==> src/rtl/rand_pkg.sv <==
`default_nettype none
// ============================================================================
// Module      : rand_pkg
// Description : Shared constants and the clog2 helper for the rand range
//               sampler and its FIFO.
// Revision    : 1.0 - initial release
// ============================================================================
package rand_pkg;

    localparam int c_def_n     = 3;
    localparam int c_def_limit = 10;
    localparam int c_def_depth = 4;
    localparam int c_stats_w   = 16;

    function automatic int clog2(input int value);
        int r;
        r = 0;
        for (int i = 0; i < 31; i++) begin
            if ((1 << i) < value) r = i + 1;
        end
        return r;
    endfunction

endpackage
`default_nettype wire

==> src/rtl/rand_sample_fifo.sv <==
`default_nettype none
// ============================================================================
// Module      : rand_sample_fifo
// Description : Small power-of-two FIFO with wrapping pointers, an occupancy
//               counter and full/empty flags; async active-low reset.
// Revision    : 1.0 - initial release
// ============================================================================
module rand_sample_fifo
    import rand_pkg::*;
#(
    parameter int WIDTH = c_def_n + 1,
    parameter int DEPTH = c_def_depth
) (
    input  logic                    clk,
    input  logic                    reset,
    input  logic                    push_req,
    input  logic                    pop_req,
    input  logic [WIDTH-1:0]        wr_data,
    output logic [WIDTH-1:0]        rd_data,
    output logic [clog2(DEPTH):0]   count,
    output logic                    full,
    output logic                    empty,
    output logic                    push_done
);

    localparam int              c_aw    = clog2(DEPTH);
    localparam int              c_cw    = c_aw + 1;
    localparam logic [c_cw-1:0] c_depth = c_cw'(DEPTH);
    localparam logic [c_cw-1:0] c_one   = c_cw'(1);
    localparam logic [c_aw-1:0] c_pinc  = c_aw'(1);

    logic [WIDTH-1:0] r_mem [DEPTH];
    logic [c_aw-1:0]  r_wr_ptr;
    logic [c_aw-1:0]  r_rd_ptr;
    logic [c_cw-1:0]  r_count;
    logic             w_push;
    logic             w_pop;

    assign empty     = (r_count == '0);
    assign full      = (r_count == c_depth);
    assign w_pop     = pop_req & ~empty;
    // A full FIFO still takes a push when the same edge frees a slot.
    assign w_push    = push_req & (~full | w_pop);
    assign push_done = w_push;
    assign count     = r_count;
    assign rd_data   = empty ? '0 : r_mem[r_rd_ptr];

    always_ff @(posedge clk) begin
        if (w_push) r_mem[r_wr_ptr] <= wr_data;
    end

    always_ff @(posedge clk or negedge reset) begin
        if (!reset) begin
            r_wr_ptr <= '0;
            r_rd_ptr <= '0;
            r_count  <= '0;
        end else begin
            if (w_push) r_wr_ptr <= r_wr_ptr + c_pinc;
            if (w_pop)  r_rd_ptr <= r_rd_ptr + c_pinc;
            case ({w_push, w_pop})
                2'b10:   r_count <= r_count + c_one;
                2'b01:   r_count <= r_count - c_one;
                default: r_count <= r_count;
            endcase
        end
    end

endmodule
`default_nettype wire

==> src/rtl/rand_range_sampler.sv <==
`default_nettype none
// ============================================================================
// Module      : rand_range_sampler
// Description : Rejection-samples LFSR words into 0..LIMIT-1 and queues them
//               on a valid/ready port. Optional RAND_SAMPLER_STATS_EN adds
//               saturating accept/reject counters.
// Revision    : 1.0 - initial release
// ============================================================================
module rand_range_sampler
    import rand_pkg::*;
#(
    parameter int N     = c_def_n,
    parameter int LIMIT = c_def_limit,
    parameter int DEPTH = c_def_depth
) (
    input  logic                    clk,
    input  logic                    reset,
    input  logic                    sample_tick,
    input  logic [N:0]              rand_in,
    output logic [N:0]              out_data,
    output logic                    out_valid,
    input  logic                    out_ready,
    output logic [clog2(DEPTH):0]   count,
`ifdef RAND_SAMPLER_STATS_EN
    output logic [c_stats_w-1:0]    accept_cnt,
    output logic [c_stats_w-1:0]    reject_cnt,
`endif
    output logic                    overflow
);

    // One extra bit so LIMIT = 2^(N+1) is representable and always true.
    localparam logic [N+1:0] c_limit = (N+2)'(LIMIT);

    logic w_accept;
    logic w_push_done;
    logic w_full;
    logic w_empty;
    logic r_overflow;

    assign w_accept  = sample_tick & ({1'b0, rand_in} < c_limit);
    assign out_valid = ~w_empty;
    assign overflow  = r_overflow;

    rand_sample_fifo #(
        .WIDTH (N + 1),
        .DEPTH (DEPTH)
    ) u_fifo (
        .clk       (clk),
        .reset     (reset),
        .push_req  (w_accept),
        .pop_req   (out_ready),
        .wr_data   (rand_in),
        .rd_data   (out_data),
        .count     (count),
        .full      (w_full),
        .empty     (w_empty),
        .push_done (w_push_done)
    );

    always_ff @(posedge clk or negedge reset) begin
        if (!reset) begin
            r_overflow <= 1'b0;
        end else if (w_accept & w_full & ~w_push_done) begin
            r_overflow <= 1'b1;
        end
    end

`ifdef RAND_SAMPLER_STATS_EN
    localparam logic [c_stats_w-1:0] c_stat_one = c_stats_w'(1);

    logic [c_stats_w-1:0] r_accept_cnt;
    logic [c_stats_w-1:0] r_reject_cnt;

    assign accept_cnt = r_accept_cnt;
    assign reject_cnt = r_reject_cnt;

    always_ff @(posedge clk or negedge reset) begin
        if (!reset) begin
            r_accept_cnt <= '0;
            r_reject_cnt <= '0;
        end else begin
            if (w_accept && r_accept_cnt != '1)
                r_accept_cnt <= r_accept_cnt + c_stat_one;
            if (sample_tick && !w_accept && r_reject_cnt != '1)
                r_reject_cnt <= r_reject_cnt + c_stat_one;
        end
    end
`endif

endmodule
`default_nettype wire

==> config.mk <==
export PLATFORM = sky130hd
export DESIGN_NAME = rand_range_sampler
export DESIGN_NICKNAME = d
export VERILOG_FILES = /design/src/rtl/rand_pkg.sv /design/src/rtl/rand_sample_fifo.sv /design/src/rtl/rand_range_sampler.sv
export SDC_FILE = /design/constraint.sdc
export NUM_CORES = 1
export LEC_CHECK = 0
export CAP_MARGIN = 30
export CORE_MARGIN = 5
export CORE_UTILIZATION = 50
export DETAILED_ROUTE_END_ITERATION = 7
export GPL_TIMING_DRIVEN = 0
export PLACE_DENSITY_LB_ADDON = 0.15
export SKIP_CTS_REPAIR_TIMING = 1
export SLEW_MARGIN = 10
export SYNTH_ARGS = -nofsm -noshare
export SYNTH_HDL_FRONTEND = slang
export SYNTH_SLANG_ARGS = --single-unit
==> constraint.sdc <==
create_clock -name clk -period 3.25 [get_ports clk]
set_input_delay 0.8125 -clock clk [delete_from_list [all_inputs] [get_ports clk]]
set_output_delay 0.8125 -clock clk [all_outputs]
set_load 0.02 [all_outputs]
Yosys cells after proc, flatten, opt, wreduce, memory -nomap -nowiden:

Memories as Yosys holds them, arrays and structs flattened.
Index checks and enable logic that the tools add are counted.

* $add $sub $neg: 4
* magnitude comparators: 1
* eq/ne operators: 3
* muxes and demuxes: 4
* bitwise gates (word level): 9
* reductions and logical operators: 2

Operators with widths (count)
* 3-bit case mux with 2 select lines: 1
* 1-bit AND: 5
* 2-bit by 1-bit adder with 2-bit output (second input constant): 2
* 4-bit < comparator (second input constant): 1
* 4-bit 2-to-1 mux: 1
* 3-bit by 1-bit adder with 3-bit output (second input constant): 1
* 3-bit equality test (second input constant): 1
* 3-bit zero test: 1
* 1-bit NOT: 3
* 3-bit by 1-bit subtractor with 3-bit output (second input constant): 1
* 2-bit by 1-bit equality test with 1-bit output (second input constant): 1
* 2-bit equality test (second input constant): 1
* 1-bit 2-to-1 mux: 2
* 2-bit nonzero test: 1
* 1-bit bitwise OR: 1

* bits in registers: 8
* bits in writable memories: 16
* output and inout port bits: 9
* word-level logic and storage cells: 28
* memories kept: 1

Memories
* u_fifo.r_mem: depth 4, width 4, read ports 1, clocked after memory_dff 0, write ports 1, line rand_sample_fifo.sv:32 `logic [WIDTH-1:0] r_mem [DEPTH];`

Logic depth before layout (Yosys ltp):

* word-level depth: 7
* mapped depth: 9
* depth with buffers taken out: 9

Cells and area by module:

A second synthesis with hierarchy kept.

* cells, all modules: 70
* area, all modules: 1116.1 µm²

By module, submodules not included
* rand_sample_fifo: times used 1, cells each 64, area each 1061.0 µm², sequential area each 655.6 µm²
* rand_range_sampler: times used 1, cells each 6, area each 55.1 µm², sequential area each 25.0 µm²

Least setup slack after synthesis:

Ideal clock, no wire load.

* kind: input to register
* start: input port rand_in[2]
* end: register u_fifo.r_count[2] (netlist: u_fifo.count[2])
* setup time: 129 ps
* data arrival time: 2046 ps
* data required time: 3121 ps
* slack: 1075 ps
* stages on the path: 7
* buffers on the path: 0
* path through: o21ai_4 > and2_2 > nor2_1 > fa_1 > nand2b_1 > o211ai_1 > nand3_1

* cells in the longest elaborated chain, start to end: 5
* elaborated cells on any way between the ends: 7
* those cells by class: 1 x order compare; 2 x eq/ne; 1 x mux; 2 x bitwise; 1 x reduce/logical

RTL lines
* from (decl): line rand_range_sampler.sv:19 `input logic [N:0] rand_in,`
* 4-bit < comparator (*): line rand_range_sampler.sv:40 `assign w_accept = sample_tick & ({1'b0, rand_in} < c_limit);`
* 1-bit AND (*): line rand_range_sampler.sv:40
* 1-bit AND (*): line rand_sample_fifo.sv:43 `assign w_push = push_req & (~full | w_pop);`
* 2-bit by 1-bit equality test with 1-bit output or 2-bit equality test (tied branches): line rand_sample_fifo.sv:60 `case ({w_push, w_pop})`
* 3-bit case mux with 2 select lines or 2-bit nonzero test (tied branches)
* to (signal assigned): line rand_sample_fifo.sv:61 `2'b10: r_count <= r_count + c_one;`
* to (signal assigned): line rand_sample_fifo.sv:62 `2'b01: r_count <= r_count - c_one;`
* to (signal assigned): line rand_sample_fifo.sv:63 `default: r_count <= r_count;`
* to (decl): line rand_sample_fifo.sv:35 `logic [c_cw-1:0] r_count;`

Every way passes the cells marked *; elsewhere a longest branch is shown, timed or not.
A chain may end at the register's enable or synchronous reset.

Worst setup path in the final report:

* start: register u_fifo.r_rd_ptr[0]
* end: output port out_data[2]

* cells in the longest elaborated chain, start to end: 2

RTL lines
* from (decl): line rand_sample_fifo.sv:34 `logic [c_aw-1:0] r_rd_ptr;`
* from (signal assigned): line rand_sample_fifo.sv:59 `if (w_pop) r_rd_ptr <= r_rd_ptr + c_pinc;`
* memory read 4 x 4 bit
* 4-bit 2-to-1 mux: line rand_sample_fifo.sv:46 `assign rd_data = empty ? '0 : r_mem[r_rd_ptr];`
* to (decl): line rand_range_sampler.sv:20 `output logic [N:0] out_data,`

Every way passes these cells.

==> summary.md <==
| Metric | Value |
|---|---|
| Worst path slowest cell | clkdlybuf4s50_1 |
| Sequential area share after synthesis | 57.3% |
| Final net count | roughly 120 |
| DR vias | 734 |
| Number of distinct library cells after synthesis | 30 |
| Yosys warning count | 0 |
| RSZ-0062 raised after global routing | false |
| Final hold slack | 0.481 ns |
| Drt pass-1 iters | 4 |
| Slew HR | 74.3% |
| # rows | 17 |
| Gr ovfl total | 0 |
| Worst path arrival time | 2.08 ns |
| Min-Delay Endpoint | overflow |
| Inserted Clock Buffers | 3 |
| Ant diodes | 0 |
| Detailed placer's ending HPWL | roughly 1500 µm |
| Final worst path period share | 89.0% |
| Global-route wire length before repair | around 3400 µm |
| Routed wire length | around 2000 µm |
| Clock Path Buffers | 2 |
| CP Launch Type | flop |
| Final setup violation count | 0 |
| Cell depth of the worst setup path | 4 |
| Initial Util | between 50% and 60% |
| Status | completed |
| Peak VDD IR | ~0.55 mV |
| Tot GR Track Use | about 13% |
| Worst-Skew Late Latency | 0.32 ns |
| R2r setup slk | between 1 and 1.5 ns |
| RR Endpoint | u_fifo.count[2] |
| Fraction of final layout cells with drive strength greater than 1 | between 10% and 20% |
| Cell family with most CP delay | buffers and inverters |
| Initial antenna violation count | 0 |
| Max-Cap Viols | 0 |
| Clock transition at path regs | ~0.13 ns |
| Number of port buffers | 15 |
| Htree depth | 1 |
| Worst Tran Pin Value | between 0.3 and 0.4 ns |
| Critical Path Source | u_fifo.r_rd_ptr[0] |
| Most used flip-flop cell after synthesis | edfxtp_1 |
| P_leak | 0.530 nW |
| Fillers | around 180 |
| CTS tree | yes |
| CP required | 2.44 ns |
| Hold Crit Start | overflow |
| R2R depth | 8 |
| Slowest stage delay, CP | ~0.53 ns |
| Post-synth EDFFs | 16 |
| Pwr dens | slightly below 900 nW/µm² |
| Layout Skew | approximately 0.0044 ns |
| Post-Syn Nets | 97 |
| Post-detailed-route count of antenna-violating nets | 0 |
| Routability cong. | 0.799 |
| 1st-iter DRT viols | 13 |
| Fin. max-slew vios | 0 |
| FMAX | roughly 0.35 GHz |
| Worst path cell trace | buf_2 > mux4_2 > and2_1 > clkdlybuf4s50_1 |
| # IOs | 17 |
| DIE HEIGHT | just under 60 µm |
| # DRC | 0 |
| Sink Count | 24 |
| Crit path kind | reg2out |
| Syn avg cell area | about 14 µm² |
| Placeable Area | 2230 µm² |
| Mapped Cells | between 80 and 90 |
| Fin crit period | between 2 and 3 ns |
| CP endpoint kind | output port |
| Vias per cell | roughly 5.6 |
| Reg-to-Reg Start | u_fifo.count[1] |
| Total negative setup slack | 0 ns |
| Clock root buffer | clkbuf_4 |
| CP bufs+invs | 2 |
| Yosys reg bits | 24 |
| Final Hold Viols | 0 |
| Async set or reset register ratio after synthesis | between 30% and 40% |
| Area Growth Syn to Fin | 20.0% |
| Hold Crit Class | reg2reg |
| Vias in the first global route | between 700 and 800 |
| Largest net degree at the start of global routing | 15 |
| Hold path depth | 1 |
| Netlist Area Pre-Place | between 1000 and 1500 µm² |
| DIE AREA | around 3500 µm² |
| CP max FO | 6 |
| Wirelength per Cell | roughly 15 µm |
| Tot Pwr | roughly 1.3 mW |
| Die Wd | 58.8 µm |
==> worst reg2reg max path, cell delays in order, from the launching register on <==
cell	delay, ns
dfrtp_1	0.52
nor2_1	0.22
nand2_1	0.20
nand2_1	0.16
nor2_1	0.06
fa_1	0.40
nand2b_1	0.18
o211ai_1	0.18
nand3_1	0.10
==> cell usage in the layout (no fill, tap or decap), types with 2 or more instances in the layout <==
master            n
clkbuf_4          3
o211ai_1          3
dfrtp_1           8
buf_2             2
mux4_2            4
edfxtp_1         16
nand3_1           5
xnor2_1           3
inv_1             4
ha_1              4
nand3b_1          2
nand2_1           5
and2_1            8
nor3b_1           2
nor2_1            2
clkdlybuf4s50_1  15
==> how the worst max path moves through the flow <==
stage                           end  slack, ns
finish                  out_data[2]       0.36
global route            out_data[2]       0.26
CTS                     out_data[2]       0.33
detailed placement  u_fifo.count[2]       0.33
global placement    u_fifo.count[2]       0.36
floorplan           u_fifo.count[2]       1.08
==> stage by stage <==
stage | cells | cell area (µm²) | utilization (%) | worst slack (ns)
4_1_cts | 131 | 1430 | 63.9 | 0.328
3_5_place_dp | 127 | 1370 | 61.5 | 0.329
5_1_grt | 131 | 1430 | 63.9 | 0.259
6_report | 131 | 1430 | 63.9 | 0.358
2_1_floorplan | 84 | 1190 | - | 1.08
3_3_place_gp | 127 | 1370 | 61.5 | 0.359
==> power breakdown <==
group | switching, mW | total [mW] | internal [mW] | leakage [nW]
Combinational | 0.273 | 0.564 | 0.290 | 0.264
Clock | 0.0913 | 0.216 | 0.125 | 0.0279
Sequential | 0.0784 | 0.484 | 0.406 | 0.239
Total | 0.443 | 1.26 | 0.820 | 0.530
==> per-layer routing <==
metal / vias up / GRT usage, % / part of all wire, % / wire length [µm]
li1: 349 / - / - / -
met1: 366 / 18.6 / 44 / 890
met2: 15 / 20.3 / 49 / 987
met3: 4 / 3.07 / 5.4 / 108
met4: 0 / 5.83 / 1.5 / 30
met5: - / 0 / 0 / 0
==> synth_stat cells, drive strengths merged (2+ instances only) <==
cell | number | share of area, %
a21o | 2 | 1.4
and2 | 9 | 4.8
buf | 2 | 0.84
dfrtp | 8 | 17
edfxtp | 16 | 40
ha | 4 | 4.2
inv | 4 | 1.3
mux4 | 4 | 7.6
nand2 | 5 | 1.6
nand3 | 5 | 2.1
nand3b | 2 | 1.3
nor2 | 3 | 1.2
nor3b | 2 | 1.3
o211ai | 3 | 1.9
xnor2 | 3 | 2.2
==> cell families (layout without fill, tap and decap cells) <==
logic type	count (synthesis)	in the layout	share of synthesized area (%)
simple gates	31	31	16.4
flops	24	24	57.3
compound gates	10	10	7.58
buf+inv	6	25	2.10
fa+ha+maj	5	5	5.89
mux	5	5	8.53
xor+xnor	3	3	2.21
==> sequential cells by signal, summed over array words and instances, names as in the netlist <==
signal and flops:
overflow 1, u_fifo.r_wr_ptr 2, u_fifo.r_mem 16, u_fifo.count 3
u_fifo.r_rd_ptr 2
==> cell type report <==
cell class | instances | area, µm² | share of cell area [%]
buffer | 2 | 10.0 | 0.702
clock buffer | 3 | 22.5 | 1.58
clock inverter | 1 | 30.0 | 2.11
inverter | 4 | 15.0 | 1.05
multi-input combinational | 54 | 483 | 33.9
sequential | 24 | 681 | 47.7
tap | 28 | 35.0 | 2.46
timing repair buffer | 15 | 150 | 10.5
No activity file was read; power rests on OpenSTA's default activity.
